## src/rtl/mul_error_sweeper.sv

```systemverilog
// Exhaustive error sweeper: walks every WIDTH x WIDTH operand pair and scores the multiplier's response.
// Latency WIDTH+1 cycles per pair; no backpressure, and start is ignored until the sweep returns to idle.
module mul_error_sweeper #(
   parameter int WIDTH = 4
) (
   input  logic               clk,
   input  logic               rst_n,
   input  logic               start,
   output logic               busy,
   output logic               done,
   output logic [WIDTH-1:0]   mul_in1,
   output logic [WIDTH-1:0]   mul_in2,
   input  logic [2*WIDTH-1:0] mul_out,
   input  logic               mul_overflow,
   output logic [2*WIDTH:0]   err_count,
   output logic [2*WIDTH-1:0] max_err,
   output logic [4*WIDTH-1:0] sum_err,
   output logic [2*WIDTH:0]   ovf_count
);
   localparam int CW = (WIDTH > 1) ? $clog2(WIDTH) : 1;
   localparam int PW = 2 * WIDTH;

   typedef enum logic [1:0] {IDLE, REF, SAMPLE, DONE} state_t;
   state_t state, state_nxt;

   logic [CW-1:0] bit_idx;
   logic [PW-1:0] exact;
   logic [PW-1:0] abs_err;
   logic          last_pair;
   logic          ref_last;

   assign last_pair = (&mul_in1) & (&mul_in2);
   assign ref_last  = (bit_idx == CW'(WIDTH - 1));
   // Larger value is always the minuend, so the error never wraps.
   assign abs_err   = (exact >= mul_out) ? (exact - mul_out) : (mul_out - exact);

   always_ff @(posedge clk or negedge rst_n) begin
      if (!rst_n) begin
         state <= IDLE;
      end else begin
         state <= state_nxt;
      end
   end

   always_comb begin
      state_nxt = state;
      case (state)
         IDLE:    if (start) state_nxt = REF;
         REF:     if (ref_last) state_nxt = SAMPLE;
         SAMPLE:  state_nxt = last_pair ? DONE : REF;
         DONE:    state_nxt = IDLE;
         default: state_nxt = IDLE;
      endcase
   end

   always_comb begin
      busy = 1'b0;
      done = 1'b0;
      case (state)
         REF, SAMPLE: busy = 1'b1;
         DONE:        done = 1'b1;
         default:     ;
      endcase
   end

   always_ff @(posedge clk or negedge rst_n) begin
      if (!rst_n) begin
         mul_in1   <= '0;
         mul_in2   <= '0;
         err_count <= '0;
         max_err   <= '0;
         sum_err   <= '0;
         ovf_count <= '0;
         exact     <= '0;
         bit_idx   <= '0;
      end else begin
         case (state)
            IDLE: begin
               if (start) begin
                  mul_in1   <= '0;
                  mul_in2   <= '0;
                  err_count <= '0;
                  max_err   <= '0;
                  sum_err   <= '0;
                  ovf_count <= '0;
                  exact     <= '0;
                  bit_idx   <= '0;
               end
            end
            REF: begin
               // Shift-add: one multiplier bit of mul_in1 per cycle.
               if (mul_in1[bit_idx]) begin
                  exact <= exact + ({{WIDTH{1'b0}}, mul_in2} << bit_idx);
               end
               bit_idx <= bit_idx + CW'(1);
            end
            SAMPLE: begin
               if (abs_err != '0) err_count <= err_count + (PW + 1)'(1);
               sum_err <= sum_err + (4 * WIDTH)'(abs_err);
               if (abs_err > max_err) max_err <= abs_err;
               if (mul_overflow) ovf_count <= ovf_count + (PW + 1)'(1);
               exact   <= '0;
               bit_idx <= '0;
               if (!last_pair) begin
                  mul_in2 <= mul_in2 + WIDTH'(1);
                  if (&mul_in2) mul_in1 <= mul_in1 + WIDTH'(1);
               end
            end
            default: ;
         endcase
      end
   end

endmodule

```

## config.mk

```make
export PLATFORM = sky130hd
export DESIGN_NAME = mul_error_sweeper
export DESIGN_NICKNAME = d
export VERILOG_FILES = /design/src/rtl/mul_error_sweeper.sv
export SDC_FILE = /design/constraint.sdc
export NUM_CORES = 1
export LEC_CHECK = 0
export ABC_AREA = 1
export BUFFER_PORTS_ARGS = -buffer_cell sky130_fd_sc_hd__buf_4
export CAP_MARGIN = 20
export CORE_MARGIN = 3
export CORE_UTILIZATION = 38
export DETAILED_ROUTE_END_ITERATION = 8
export PLACE_DENSITY = 0.59
export SLEW_MARGIN = 20
export SYNTH_ARGS = -nofsm -noshare
export SYNTH_HDL_FRONTEND = slang
export SYNTH_SLANG_ARGS = --single-unit
```

## constraint.sdc

```tcl
create_clock -name clk -period 9.2 [get_ports clk]
set_input_delay 0.46 -clock clk [delete_from_list [all_inputs] [get_ports clk]]
set_output_delay 0.46 -clock clk [all_outputs]
set_load 0.02 [all_outputs]
```

* After elaboration in Yosys (flattened, before gate mapping) *
Cells that the tools add are included.

word-level totals
  register bits = 62
  bits of input ports = 12
  output and inout bits = 52

operators by class
  $add $sub $neg = 9
  shift-type cells = 1
  order comparisons = 3
  bitwise logic cells = 1
  equal/unequal tests = 12
  multiplexer cells = 29
  reductions and logical operators = 16

operator list
  operator             number
  $pmux 9 s2           2
  $mux 8               4
  $pmux 16 s2          1
  $mux 9               3
  $pmux 8 s3           1
  $add 9x1->9 const B  2
  $add 16x8->16        1
  $mux 16              1
  $mux 4               4
  $ne 2x2->1 const B   8
  $pmux 4 s2           2
  $pmux 8 s2           1
  $sub 8x8->8          2
  $reduce_and 3->1     5
  $reduce_and 4->1     3
  $add 4x1->4 const B  2
  $add 8x8->8          1
  $ge 8x8->1           1
  $gt 8x8->1           1
  $mux 2               4
  $pmux 2 s4           1
  $reduce_bool 8->1    1
  $shl 4x2->8          1
  $eq 2x2->1 const B   3
  other kinds (12)     16

* Logic depth before layout (Yosys ltp) *
  depth in word-level cells = 5
  depth in mapped cells = 24
  gate-level depth less buffers = 23

* Least setup slack after synthesis *
OpenSTA, ideal clock, no wires.

  kind = input port to flip-flop
  from = in mul_out[0]
  to = reg sum_err[9]
  path slack = 6.225 ns
  cell stages on the path = 21
  data arrival time = 2.858 ns
  cell sequence = ha_1 -> inv_1 -> fa_1 -> nand2_2 -> nand2_2 -> nand2_2 -> nand3_4 -> inv_4 -> nand2_1 -> nand2_2 -> inv_1 -> ha_1 -> a21oi_1 -> a21boi_0 -> o21bai_1 -> nand2_1 -> nand2_1 -> nand3_1 -> nand2_1 -> nand2_1 -> nor2_1

on the way
  word-level cells in the longest chain between the ends = 4
  elaborated cells between the ends (all ways) = 6
  those cells by class = add/sub (3); order compare (1); mux (2)

ends and longest elaborated chain
  item                                              RTL line  RTL
  from (decl)                                       13        input logic [2*WIDTH-1:0] mul_out,
  $sub 8x8->8 / $ge 8x8->1 (equally long branches)  35        assign abs_err = (exact >= mul_out) ? (exact - mul_out) : (mul_out - exact);
  $mux 8 *                                          35
  $add 16x8->16 *                                   99        sum_err <= sum_err + (4 * WIDTH)'(abs_err);
  $pmux 16 s2 *                                     77        case (state)
  to (signal assigned)                              99
  to (decl)                                         17        output logic [4*WIDTH-1:0] sum_err,

Every way passes the cells marked *; elsewhere a longest branch is shown, timed or not.
A chain may end at the register's enable or synchronous reset.

* Final worst setup path *
  from = reg exact[0]
  to = reg sum_err[8]

on the way
  word-level cells in the longest chain between the ends = 4
  elaborated cells between the ends (all ways) = 6
  those cells by class = add/sub (3); order compare (1); mux (2)

ends and longest elaborated chain
  item                                              RTL line  RTL
  from (decl)                                       27        logic [PW-1:0] exact;
  from (signal assigned)                            93        exact <= exact + ({{WIDTH{1'b0}}, mul_in2} << bit_idx);
  $sub 8x8->8 / $ge 8x8->1 (equally long branches)  35
  $mux 8 *                                          35
  $add 16x8->16 *                                   99
  $pmux 16 s2 *                                     77

Marks and branches as above.

==> metrics.md <==
| Metric | Value |
|---|---|
| Outcome | `complete, no violations` |
| Via/cell ratio | `4.95` |
| Switching power | `between 800 and 900 uW` |
| Crit-path cells | `inv_1 > ha_1 > inv_1 > fa_1 > nand2_2 > nand2_2 > nand2_2 > nand3_4 > inv_4 > nand2_1 > nand2_1 > inv_1 > ha_1 > nand3_1 > nand2_1 > nand3_1 > nand2_1 > nand2_1 > a21oi_1 > nand3_1 > nand2_1 > nor2_1` |
| Top cells by area, synth | `dfrtp_1, ha_1, nand2_1` |
| Crit path time final | `3.55 ns` |
| Core area | `between 10000 and 15000 sq um` |
| Hold Buf Count CTS | `0` |
| Grt ovf | `0` |
| 1st-iter DRT viols | `between 300 and 400` |
| Antenna Diode Count | `0` |
| Drt pass-1 iters | `5` |
| Post-CTS Setup Inserts | `0` |
| Sequential element share of the synthesized area | `between 30% and 40%` |
| Reg clk slew, reported paths | `0.05 ns` |
| Initial core utilization | `approximately 40%` |
| DP HPWL | `about 9 mm` |
| CP most frequent cell | `nand2_1` |
| Max Buffers Root-to-Sink | `2` |
| Wire length of the first global-routing pass | `just under 20 mm` |
| Yosys reg bits | `62` |
| Slew HR | `38.1%` |
| H-Tree Depth | `3` |
| Critical path data required time | `9.42 ns` |
| Hold Crit Class | `in -> async` |
| Unrepaired setup endpoints after global routing | `false` |
| Sink Count | `62` |
| Detailed Route WL | `11.7 mm` |
| Fin crit share | `about two fifths` |
| Crit-path max cell delay | `~0.50 ns` |
| Comb power frac | `a little under three fifths` |
| WP data arrival | `3.77 ns` |
| Leak Pwr | `between 2 and 3 nW` |
| Setup TNS | `0 ns` |
| Layout cells sized above 1 | `between 10% and 20%` |
| Final Hold Fails | `0` |
| Yosys cell types | `44` |
| Post-CTS resize count | `0` |
| Clk Latency, worst-skew pair | `~0.33 ns` |
| Max-cap violations | `0` |
| Die X-Extent | `approximately 120 um` |
| Power per Cell Area | `slightly above 300 nW/um^2` |
| Slew Limit Fails | `0` |
| Num rows | `40` |
| Drt drc | `0` |
| Max VDD drop | `between 0.0001 and 0.00015 V` |
| Yosys top cell by area | `dfrtp_1` |
| Vias in the first global route | `4075` |
| Startpoint types | `register` |
| Measured slew at the worst slew-check pin | `0.925 ns` |
| WS Path Type | `reg -> reg` |
| Internal | `895 uW` |
| Sequential power share | `around a quarter` |
| Final Skew | `between 0.006 and 0.007 ns` |
| FF-to-FF path depth | `22` |
| GR Util All Layers | `17.1%` |
| GPL Wtd Cong | `roughly 0.88` |
| Vias after detailed routing | `between 4000 and 5000` |
| Total die area | `13900 sq um` |
| Initial antenna violation count | `0` |
| Syn-to-layout area delta | `18.8%` |
| Clk root buf | `clkbuf_16` |
| F_max | `about 280 MHz` |
| DR WL/cell | `~13 um` |
| Clock Power Share | `17.6%` |
| # port buffers | `63` |
| CP max FO | `8` |
| Cts bufs inserted | `9` |
| Syn nets | `706` |
| Sw Ratio | `about half` |
| Worst setup EP type | `register` |
| Tot Pwr | `approximately 1.7 mW` |
| CTS tree | `done` |
| Final Setup Violations | `0` |
| Post-Syn Area | `~4700 sq um` |
| Die Ht | `about 120 um` |
| Largest net degree at the start of global routing | `63` |
| Avg Cell Area, Syn | `between 7 and 8 sq um` |
| Max stage delay cell, worst path | `a21oi_1` |
| # fillers | `roughly 1200` |
| Top cell type's share of synthesized area | `32.7%` |
| Final net count | `770` |
| Synth warn | `0` |
| Final antenna-violating net count | `0` |
| # IOs | `64` |
| Cells after Synth | `roughly 640` |
[logic make-up after synthesis]
logic type,share of synthesized area (%)
buffers and inverters,9.99
adder cells (fa/ha/maj),14.6
AO/OA/AOI/OAI,12.2
XOR/XNOR,2.21
multiplexers,0.211
flip-flops,32.7
AND/OR/NAND/NOR,28.1
[synthesized netlist by cell type]
| cell | number |
|---|---|
| a21boi_0 | 1 |
| a21o_1 | 1 |
| a21oi_1 | 42 |
| a21oi_4 | 1 |
| a221oi_1 | 1 |
| a22o_1 | 2 |
| a31oi_1 | 2 |
| and3_1 | 5 |
| buf_2 | 3 |
| buf_4 | 2 |
| buf_6 | 1 |
| clkbuf_1 | 5 |
| dfrtp_1 | 62 |
| fa_1 | 4 |
| ha_1 | 49 |
| inv_1 | 103 |
| inv_2 | 4 |
| inv_4 | 2 |
| mux2i_1 | 1 |
| nand2_1 | 143 |
| nand2_2 | 12 |
| nand2_4 | 1 |
| nand2_8 | 1 |
| nand3_1 | 58 |
| nand3_4 | 1 |
| nand3b_1 | 1 |
| nand4_1 | 5 |
| nor2_1 | 38 |
| nor2_2 | 1 |
| nor2_4 | 3 |
| nor3_1 | 16 |
| nor3_2 | 2 |
| nor3b_2 | 1 |
| nor4_1 | 1 |
| nor4_2 | 1 |
| o21a_1 | 2 |
| o21ai_0 | 33 |
| o21ai_1 | 2 |
| o21bai_1 | 1 |
| o22ai_1 | 12 |
| o31ai_1 | 2 |
| o32ai_1 | 1 |
| xnor2_1 | 5 |
| xor2_1 | 7 |
[critical path, delay by kind of cell (launching register included)]
family / cells / cell delay (ns)
adders and majority gates: 3 / 0.91
and+or+nand+nor: 14 / 1.26
AOI/OAI and AO/OA: 1 / 0.50
buffers and inverters: 4 / 0.36
DFF: 1 / 0.41
[per-stage QoR]
stage / setup slack, ns / utilization (%) / std cells / hold WS (ns) / cell area [sq um]
after global routing: 5.32 / 46.6 / 875 / 0.303 / 5640
after floorplan: 6.23 / - / 641 / 0.164 / 4750
after detailed placement: 5.66 / 44.4 / 862 / 0.510 / 5380
after global placement: 5.73 / 44.4 / 862 / 0.513 / 5380
final: 5.65 / 46.6 / 875 / 0.230 / 5640
after CTS: 5.69 / 46.6 / 875 / 0.270 / 5640
[cells in the final DEF, fill, tap and decap left out, drive strengths merged]
cell type / n
buf: 64
o31ai: 2
a21oi: 43
a31oi: 2
inv: 109
dfrtp: 62
nand3: 59
nor3: 18
and3: 5
xnor2: 5
a21boi: 1
nand3b: 1
o32ai: 1
nand2: 157
fa: 4
a21o: 1
ha: 49
clkbuf: 11
o22ai: 12
mux2i: 1
o21bai: 1
nor2: 42
o21ai: 35
clkinv: 2
nand4: 5
a22o: 2
nor3b: 1
a221oi: 1
xor2: 7
o21a: 2
nor4: 2
[metal layers]
metal	vias to the layer above	GRT usage [%]	wire (um)
li1	2223	-	-
met1	2021	23.7	5650
met2	78	27.6	5440
met3	10	3.75	451
met4	0	3.52	113
met5	-	0	0
[power groups by stage]
stage | clock (mW) | combinational (mW) | sequential, mW
after detailed placement | 0 | 0.985 | 0.435
after global routing | 0.322 | 1.12 | 0.444
final | 0.304 | 0.989 | 0.429
after floorplan | 0 | 0.665 | 0.467
after global placement | 0 | 0.974 | 0.431
after CTS | 0.312 | 0.991 | 0.431
[final cells by class]
type,instances,area (sq um),share of cell area (%)
Tap cell,168,210,3.73
Sequential cell,62,1550,27.5
Multi-Input combinational cell,459,2720,48.2
Clock buffer,11,253,4.48
Timing Repair Buffer,64,480,8.52
Clock inverter,2,10.0,0.178
Inverter,109,414,7.34
[registers in the layout, indices dropped and copies added, names as in the netlist]
name / flops
sum_err: 16
err_count: 9
ovf_count: 9
exact: 8
max_err: 8
mul_in1: 4
mul_in2: 4
bit_idx: 2
state: 2
[path summary, 6_finish.rpt]
kind | start | to | slack (ns)
worst max-delay path | exact[0] | sum_err[8] | 5.65
worst min-delay path | rst_n | max_err[3] | 0.23
worst max register to register | exact[0] | sum_err[8] | 5.65
worst min register to register | err_count[8] | err_count[8] | 0.53
max in group asynchronous | rst_n | exact[2] | 8.42
min in group clk | err_count[8] | err_count[8] | 0.53
No activity file was read; power rests on OpenSTA's default activity.
